File: config.mk
export PLATFORM = sky130hd
export DESIGN_NAME = ttl_74x169_counter
export DESIGN_NICKNAME = d
export VERILOG_FILES = /design/src/rtl/ttl_74x169_counter.sv
export SDC_FILE = /design/constraint.sdc
export NUM_CORES = 1
export LEC_CHECK = 0
export BUFFER_PORTS_ARGS = -buffer_cell sky130_fd_sc_hd__buf_2
export CORE_AREA = 2 2 39 41
export CTS_BUF_LIST = sky130_fd_sc_hd__clkbuf_4 sky130_fd_sc_hd__clkbuf_8 sky130_fd_sc_hd__clkbuf_16
export DETAILED_ROUTE_END_ITERATION = 7
export DIE_AREA = 0 0 41 43
export GPL_ROUTABILITY_DRIVEN = 0
export PLACE_DENSITY = 0.52
export SETUP_SLACK_MARGIN = 0.2
export SLEW_MARGIN = 10
export SYNTH_ARGS = -nofsm -noshare
export SYNTH_HDL_FRONTEND = slang
export SYNTH_SLANG_ARGS = --single-unit
File: constraint.sdc
create_clock -name CLK -period 2.2 [get_ports CLK]
set_input_delay 0 -clock CLK [delete_from_list [all_inputs] [get_ports CLK]]
set_output_delay 0 -clock CLK [all_outputs]
set_load 0.005 [all_outputs]
File: src/rtl/ttl_74x169_counter.sv
// Synchronous presettable up/down counter (74x160/161/169 style), parametrised width/modulus.
// Optional TTL_SYNC_CLEAR_EN adds SCLR_N, a 74x163-style synchronous active-low clear.
module ttl_74x169_counter #(
  parameter int unsigned      WIDTH   = 4,
  parameter longint unsigned  MODULUS = 16
) (
  input  logic             CLK,
  input  logic             CLR_N,
`ifdef TTL_SYNC_CLEAR_EN
  input  logic             SCLR_N,
`endif
  input  logic             LOAD_N,
  input  logic             ENP,
  input  logic             ENT,
  input  logic             U_D,
  input  logic [WIDTH-1:0] D,
  output logic [WIDTH-1:0] Q,
  output logic             RCO_N
);

  localparam logic [WIDTH-1:0] MAX_Q = WIDTH'(MODULUS - 1);

  logic [WIDTH-1:0] up_next;
  logic [WIDTH-1:0] dn_next;
  logic [WIDTH-1:0] q_next;
  logic             tc;

  // Illegal states (Q > MAX_Q) snap to the wrap target of the current direction.
  // Ternaries keep X on the control inputs propagating into Q in simulation.
  always_comb begin
    up_next = (Q >= MAX_Q) ? '0 : Q + 1'b1;
    dn_next = ((Q == '0) || (Q > MAX_Q)) ? MAX_Q : Q - 1'b1;
    q_next  = LOAD_N ? ((ENP & ENT) ? (U_D ? up_next : dn_next) : Q) : D;
`ifdef TTL_SYNC_CLEAR_EN
    q_next  = SCLR_N ? q_next : '0;
`endif
  end

  always_comb begin
    tc    = U_D ? (Q == MAX_Q) : (Q == '0);
    RCO_N = ~(ENT & tc);
  end

  always_ff @(posedge CLK or negedge CLR_N) begin
    if (!CLR_N) Q <= '0;
    else        Q <= q_next;
  end

endmodule

; ---- After elaboration in Yosys (flattened, before gate mapping)
; Cells that the tools add are included.
[word_totals]
output_inout_bits = 5
wordCells = 18
in_bits = 10
register_bits = 4
[classes]
muxes = 6
eq_ne = 2
order_cmp = 2
bitwise_logic = 3
reduce_logical = 2
add_sub_neg = 2
[ops]
columns = operator, n
row1 = 4-bit two-way mux, 5
row2 = 4-bit by 1-bit adder with 4-bit output (second input constant), 1
row3 = 4-bit equality test (second input constant), 1
row4 = 4-bit greater-or-equal comparator (second input constant), 1
row5 = 4-bit > comparator (second input constant), 1
row6 = 4-bit logical NOT, 1
row7 = 4-bit by 1-bit subtractor with 4-bit output (second input constant), 1
row8 = 1-bit AND, 2
row9 = 2-bit by 1-bit inequality test with 1-bit output (second input constant), 1
row10 = 1-bit logical OR, 1
row11 = 1-bit two-way mux, 1
row12 = 1-bit NOT, 1

; ---- Longest topological paths before layout
; Gate-level depths: netlist of the first run.
[logic_depth]
word_depth = 6
ltp_mapped = 6
depth_no_buf = 6

; ---- Worst setup path after synthesis of the first run
; OpenSTA, ideal clock, no wires.
[synth_path]
kind = register -> register
startpoint = register Q[0]
endpoint = register Q[0]
arrival_time_ps = 1211
required_time_ps = 2065
path_slack_ps = 854
setup_ps = 135
period_less_slack_ps = 1346
n_path_buf = 0
path_stages_with_launch = 7
cell_sequence = dfrtp_1 > inv_2 > ha_1 > nand2b_1 > o21ai_0 > a221oi_1 > o22ai_1
[synth_via]
elab_chain_cells = 6
elab_cells_between_ends = 11
cone_classes = add/sub: 2 / order compare: 2 / mux: 5 / reduce/logical: 2
[synth_rtl]
columns = element, line
row1 = from (decl), 17  ; output logic [WIDTH-1:0] Q,
row2 = from (signal assigned), 46  ; else Q <= q_next;
row3 = 4-bit > comparator or 4-bit logical NOT (tied branches), 32  ; dn_next = ((Q == '0) || (Q > MAX_Q)) ? MAX_Q : Q - 1'b1;
row4 = 1-bit logical OR, 32
row5 = 4-bit two-way mux, 32
row6 = 4-bit two-way mux * (3 in series), 33  ; q_next = LOAD_N ? ((ENP & ENT) ? (U_D ? up_next : dn_next) : Q) : D;
; Mark *: on every way between the ends. The rest lies on a longest branch, timed or not. The select of a mux whose other input is x is not followed.
; A chain may end at the register's enable or synchronous reset.

; ---- Worst setup path after layout of the first run
; Ends and elaborated chain as after synthesis.

==> impl_metrics.tcl, run 1 <==
set metrics [dict create \
    setup_total_negative_slack_ps 0 \
    worst_slew_pin_slew_ps 236 \
    worst_endpoint_data_arrival_time_ps 1620 \
    nNetsFinal 75 \
    placement.cell_area_um2 438 \
    first_global_vias 300 \
    final.min_clock_period_ps 1530 \
    worstPathMaxFanout 8 \
    wirelength_um 828 \
    post_drt_wl_per_cell_um 10.8 \
    largest_register_ffs 4 \
    registers_with_the_most_flip_flops "Q x4" \
    holdPathEnd "Q[2]" \
    cts.sink_count 4 \
    firstDrtPassIters 4 \
    maxSlewViolCount 0 \
    clkTransAtPathRegs_ps 30 \
    placeableCoreArea_um2 1380 \
    syn_area_per_cell_um2 7.99 \
    ys_seq_area_share_pct 28.5 \
    global_route_wire_length_before_repair_um 1170 \
    port_buffers 14 \
    finalHoldViolations 0 \
    powerDensity_nw_per_um2 593 \
    layout.cell_area.non_filler_um2 470 \
    synth_top_cells_by_count "sky130_fd_sc_hd__a21oi_1 (5), sky130_fd_sc_hd__dfrtp_1 (4), sky130_fd_sc_hd__o21ai_0 (4)" \
    end_kind "flip-flop" \
    leading_cell_type_by_number_of_instances_after_synthesis "sky130_fd_sc_hd__a21oi_1" \
    synth_edf_count 0 \
    worst-endpoint-required_ps 2290 \
    hold_path_startpoint "D[2]" \
    placement_rows 14 \
    antenna_found_initial 0 \
    setup_viol 0 \
    grt_max_degree 10 \
    filler_cell_count 151 \
    floorplan.die.width_um 41 \
    path_class "flip-flop to flip-flop" \
    hold_path_class "input port to flip-flop" \
    floorplan.io_pins 15 \
    start_util_pct 25.4 \
    post_cts_resized 0 \
    timing.critical_path.from_type "flip-flop" \
    dieArea_um2 1760 \
    library_cell_used_as_clock_root_buffer "sky130_fd_sc_hd__clkbuf_4" \
    synth_top_area_share_pct 28.5 \
    synth_nets 56 \
    total_via_count_after_detailed_routing 380 \
    netlist-cell-type-count 24 \
    clk_path_buf_depth 2 \
    max_cap_viol_count 0 \
    vdd.ir_drop.worst_v 0.000251 \
    n_antenna_cell 0 \
    routed_via_density 4.94 \
    run_status "completed" \
    cts_tree "yes" \
    route.detailed.drc 0 \
    synth_top_cells_by_area "sky130_fd_sc_hd__dfrtp_1 (28%), sky130_fd_sc_hd__a21oi_1 (7.1%), sky130_fd_sc_hd__ha_1 (7.1%)" \
    regToRegSetupSlack_ps 670 \
    fraction_of_layout_cells_with_a_size_suffix_above_1_pct 36.1 \
    overflow 0 \
    clock_latency_ps 230 \
    largest_register "Q" \
    synth_area_leader_cell "sky130_fd_sc_hd__dfrtp_1" \
    cts.htree.levels 1 \
    reg2reg_depth 6 \
    holdPathStages 3 \
    synthesis.instances 44 \
    detail_route.iter0.violations 14 \
    synth_warnings 0 \
    critical_path.reg2reg.endpoint "Q[0]" \
    postCtsSetupRepairBufs 0 \
    regToRegStartpoint "Q[0]" \
    p_leak_nw 0.217 \
    ys.flop_type "sky130_fd_sc_hd__dfrtp_1" \
    die_outline_height_um 43 \
    ys_async_sr_fraction_pct 100 \
    yosys_register_bits 4 \
    drt.antenna.violating_nets 0 \
    fin_crit_sh_pct 69.4 \
    slew-limit-headroom_pct 83.8 \
    rsz0062_at_grt "false" \
    layout-area-overhead-vs-synth_pct 33.8 \
    cts_buffers 3 \
    post_synth_instance_area_um2 352 \
    skew_ps 0.233 \
    globalRouteTotalUtil_pct 10.7 \
    max_freq_mhz 655 \
]
[metrics by stage]
stage / total power [mW] / std cells / hold WS (ps) / setup slack [ps] / utilization (%)
CTS: 0.285 / 77 / 6.39 / 663 / 34.0
global route: 0.302 / 77 / 18.4 / 588 / 34.0
detailed placement: 0.191 / 73 / -191 / 681 / 31.6
finish: 0.279 / 77 / 11.7 / 673 / 34.0
floorplan: 0.158 / 44 / -296 / 854 / -
global placement: 0.192 / 73 / -191 / 673 / 31.6
[worst max-delay path by stage]
stage,to,start
final,Q[0],Q[0]
after floorplan,Q[0],Q[0]
after CTS,Q[0],Q[0]
after global placement,Q[0],Q[0]
after global routing,Q[0],Q[0]
after detailed placement,Q[0],Q[0]
[layout make-up]
class                   instances  area (um^2)  share of cell area, %
inverters                       5         18.8                   3.99
well taps                      16         20.0                   4.26
multi-input cells              34          229                   48.7
flip-flops and latches          4          100                   21.3
repair buffers                 15         80.1                   17.0
clock buffers                   3         22.5                   4.79
[critical path, cell delays in order (launching register included)]
cell                       delay (ps)
sky130_fd_sc_hd__dfrtp_1          480
sky130_fd_sc_hd__inv_2             80
sky130_fd_sc_hd__ha_1             190
sky130_fd_sc_hd__nand2b_1         120
sky130_fd_sc_hd__o21ai_0           90
sky130_fd_sc_hd__a221oi_1         280
sky130_fd_sc_hd__o22ai_1          150
[kinds of logic (layout without fill, tap and decap cells)]
kind of cell	count (synthesis)	in the layout	share of synthesized area (%)
multiplexers	1	1	2.85
AO/OA/AOI/OAI	17	17	33.8
adder cells (fa/ha/maj)	2	2	7.12
flip-flops	4	4	28.5
buffers and inverters	6	23	6.41
AND/OR/NAND/NOR	12	12	16.4
XOR/XNOR	2	2	4.98
[layout by cell type, fill, tap and decap left out, types with 2 or more instances in the layout]
master	instances
sky130_fd_sc_hd__inv_1	3
sky130_fd_sc_hd__nand2_1	3
sky130_fd_sc_hd__a21oi_1	5
sky130_fd_sc_hd__o22ai_1	2
sky130_fd_sc_hd__buf_2	14
sky130_fd_sc_hd__nor2_1	3
sky130_fd_sc_hd__clkbuf_4	3
sky130_fd_sc_hd__ha_1	2
sky130_fd_sc_hd__inv_2	2
sky130_fd_sc_hd__nand3_1	2
sky130_fd_sc_hd__dfrtp_1	4
sky130_fd_sc_hd__o21ai_0	4
[per-layer routing]
layer	wire length [um]	vias up	share of wire, %	global-route usage [%]
li1	-	194	-	-
met1	365	169	44	13.2
met2	386	15	47	13.1
met3	60	2	7.2	3.14
met4	15	0	1.8	12.0
met5	0	-	0	0
[power by group]
group	switching [mW]	leakage (nW)	internal, mW	total, mW
combinational	0.0425	0.157	0.0456	0.0881
clock	0.0268	0.0138	0.0608	0.0877
sequential	0.0199	0.0467	0.0834	0.103
[timing repair]
| item | in CTS | in global routing |
|---|---|---|
| hold buffers | 1 | 0 |
| setup endpoints to repair | 0 | 0 |
| endpoints found under the hold margin | 4 | 0 |
Note: power is estimated with default switching activity, not from simulation.
==> run 2, diff against run 1 <==
PLACE_DENSITY = 0.54   (was 0.52)
clock period = 1.25 ns   (was 2.2 ns; I/O delays follow)
==> run 2 against run 1 <==
Compared with the run above: the run now ends with setup timing left; non-clock buffer count up 12; count of clock-buffer cells in the layout unchanged; sequential share of layout area down 5.8 points; register-to-register slack worse by 770 ps; combinational power rose to 3.5 times the previous value; setup slack worse by 770 ps; die area unchanged; critical path type unchanged; highest routed layer is now met3.
==> impl_metrics.tcl, run 2 (synthesis gave the netlist of run 1 again) <==
set metrics [dict create \
    cts_tree "yes" \
    worstPathMaxFanout 5 \
    cpPeakStageDelay_ps 410 \
    routed_via_density 4.75 \
    detail_route.iter0.violations 5 \
    cts.htree.levels 1 \
    overflow 0 \
    setup_viol 5 \
    run_status "finished with violations" \
    antenna_found_initial 0 \
    violations "setup timing" \
    placement_rows 14 \
    leading_cell_types_in_the_layout_fill_and_taps_excluded "sky130_fd_sc_hd__buf_2 (13), sky130_fd_sc_hd__buf_4 (9), sky130_fd_sc_hd__dfrtp_2 (4), sky130_fd_sc_hd__buf_6 (4)" \
    post-route-worst-setup-slack_ps -94.5 \
    worst-endpoint-required_ps 1380 \
    max_freq_mhz 744 \
    grt_max_degree 10 \
    clk_path_buf_depth 2 \
    dieArea_um2 1760 \
    end_kind "flip-flop" \
    route.detailed.drc 0 \
    largest_register_ffs 4 \
    slew-limit-headroom_pct 85.0 \
    finalHoldViolations 0 \
    cpMaxStageDelayCell "sky130_fd_sc_hd__dfrtp_2" \
    die_outline_height_um 43 \
    hold_path_class "input port to flip-flop" \
    dr_wl_met3_um 76 \
    max_cap_viol_count 0 \
    rsz0062_at_grt "true" \
    met2_wire_length_um 545 \
    most_common_cell_after_layout_fill_and_taps_aside "sky130_fd_sc_hd__buf_2" \
    timing.critical_path.cells "buf_4, inv_2, o41a_1, o311ai_2" \
    clkTransAtPathRegs_ps 40 \
    floorplan.die.width_um 41 \
    placeableCoreArea_um2 1380 \
    library_cell_used_as_clock_root_buffer "sky130_fd_sc_hd__clkbuf_4" \
    timing.critical_path.from_type "flip-flop" \
    dp_cells 78 \
    n_antenna_cell 0 \
    nNetsFinal 87 \
    port_buffers 14 \
    globalRouteTotalUtil_pct 15.5 \
    final.min_clock_period_ps 1340 \
    hpwl_um 726 \
    floorplan.io_pins 15 \
    wirelength_um 1080 \
    wl_met1_um 460 \
    registers_with_the_most_flip_flops "Q x4" \
    p_leak_nw 0.289 \
    top_layer_used "met3" \
    drt.antenna.violating_nets 0 \
    worst_endpoint_data_arrival_time_ps 1480 \
    hold-worst-slack_ps 4.06 \
    firstDrtPassIters 4 \
    skew_ps 3.67 \
    regToRegSetupSlack_ps -90 \
    layout-area-overhead-vs-synth_pct 93.2 \
    cts_buffers 3 \
    layout.cells.non_filler 89 \
    maxSlewViolCount 0 \
    cts.sink_count 4 \
    largest_register "Q" \
    first_global_vias 422 \
    fin_crit_sh_pct 108 \
    post_drt_wl_per_cell_um 12.2 \
    start_util_pct 25.4 \
    global_route_wire_length_before_repair_um 1880 \
    powerDensity_nw_per_um2 966 \
    vdd.ir_drop.worst_v 0.000604 \
    total_via_count_after_detailed_routing 423 \
    fraction_of_layout_cells_with_a_size_suffix_above_1_pct 68.5 \
    path_class "flip-flop to flip-flop" \
    clock_latency_ps 240 \
    worst_slew_pin_slew_ps 219 \
]
[run 2: cell type report]
type	count	area, um^2
fillers	134	704
multi-input cells	34	323
repair buffers	27	188
flip-flops and latches	4	105
clock buffers	3	22.5
inverters	5	21.3
well taps	16	20.0
[run 2: metrics by stage]
step / setup TNS, ps / util [%] / total power, mW / instance area (um^2) / setup WS (ps)
2_1_floorplan: -2.02 / - / 0.298 / 378 / -2.02
3_3_place_gp: -159 / 36.3 / 0.387 / 502 / -80.6
3_5_place_dp: -232 / 36.3 / 0.387 / 502 / -116
4_1_cts: -255 / 46.2 / 0.624 / 639 / -75.8
5_1_grt: -698 / 49.1 / 0.706 / 679 / -160
6_report: -343 / 49.1 / 0.656 / 679 / -94.5
[run 2: final timing paths]
check | startpoint | end | cells after the start
worst max-delay path | Q[2] | Q[3] | 4
worst min-delay path | D[2] | Q[2] | 3
worst max register to register | Q[2] | Q[3] | 4
worst min register to register | Q[3] | Q[3] | 2
max in group asynchronous | CLR_N | Q[1] | 2
min in group asynchronous | CLR_N | Q[2] | 2
[run 2: repair_timing]
item	CTS	global route
pin swaps	8	5
endpoints found under the hold margin	4	0
gates resized for setup	14	6
buffers inserted	6	1
setup endpoints to repair	5	6
hold buffers	1	0
[run 2: worst max-delay path, delay by kind of cell (launching register included)]
family          cells  cell delay, ps
flops               1             410
buf+inv             2             210
compound gates      2             610
[run 2: routing by layer]
layer / GRT usage (%) / vias up
li1: - / 217
met5: 0 / -
met2: 22.2 / 19
met3: 4.71 / 0
met1: 22.3 / 187
met4: 3.33 / 0
[run 2: power by group]
group / internal, mW / switching (mW) / leakage, nW / total [mW]
Sequential: 0.150 / 0.0363 / 0.0427 / 0.187
Combinational: 0.173 / 0.135 / 0.233 / 0.308
Clock: 0.107 / 0.0542 / 0.0138 / 0.162
Total: 0.431 / 0.226 / 0.289 / 0.656
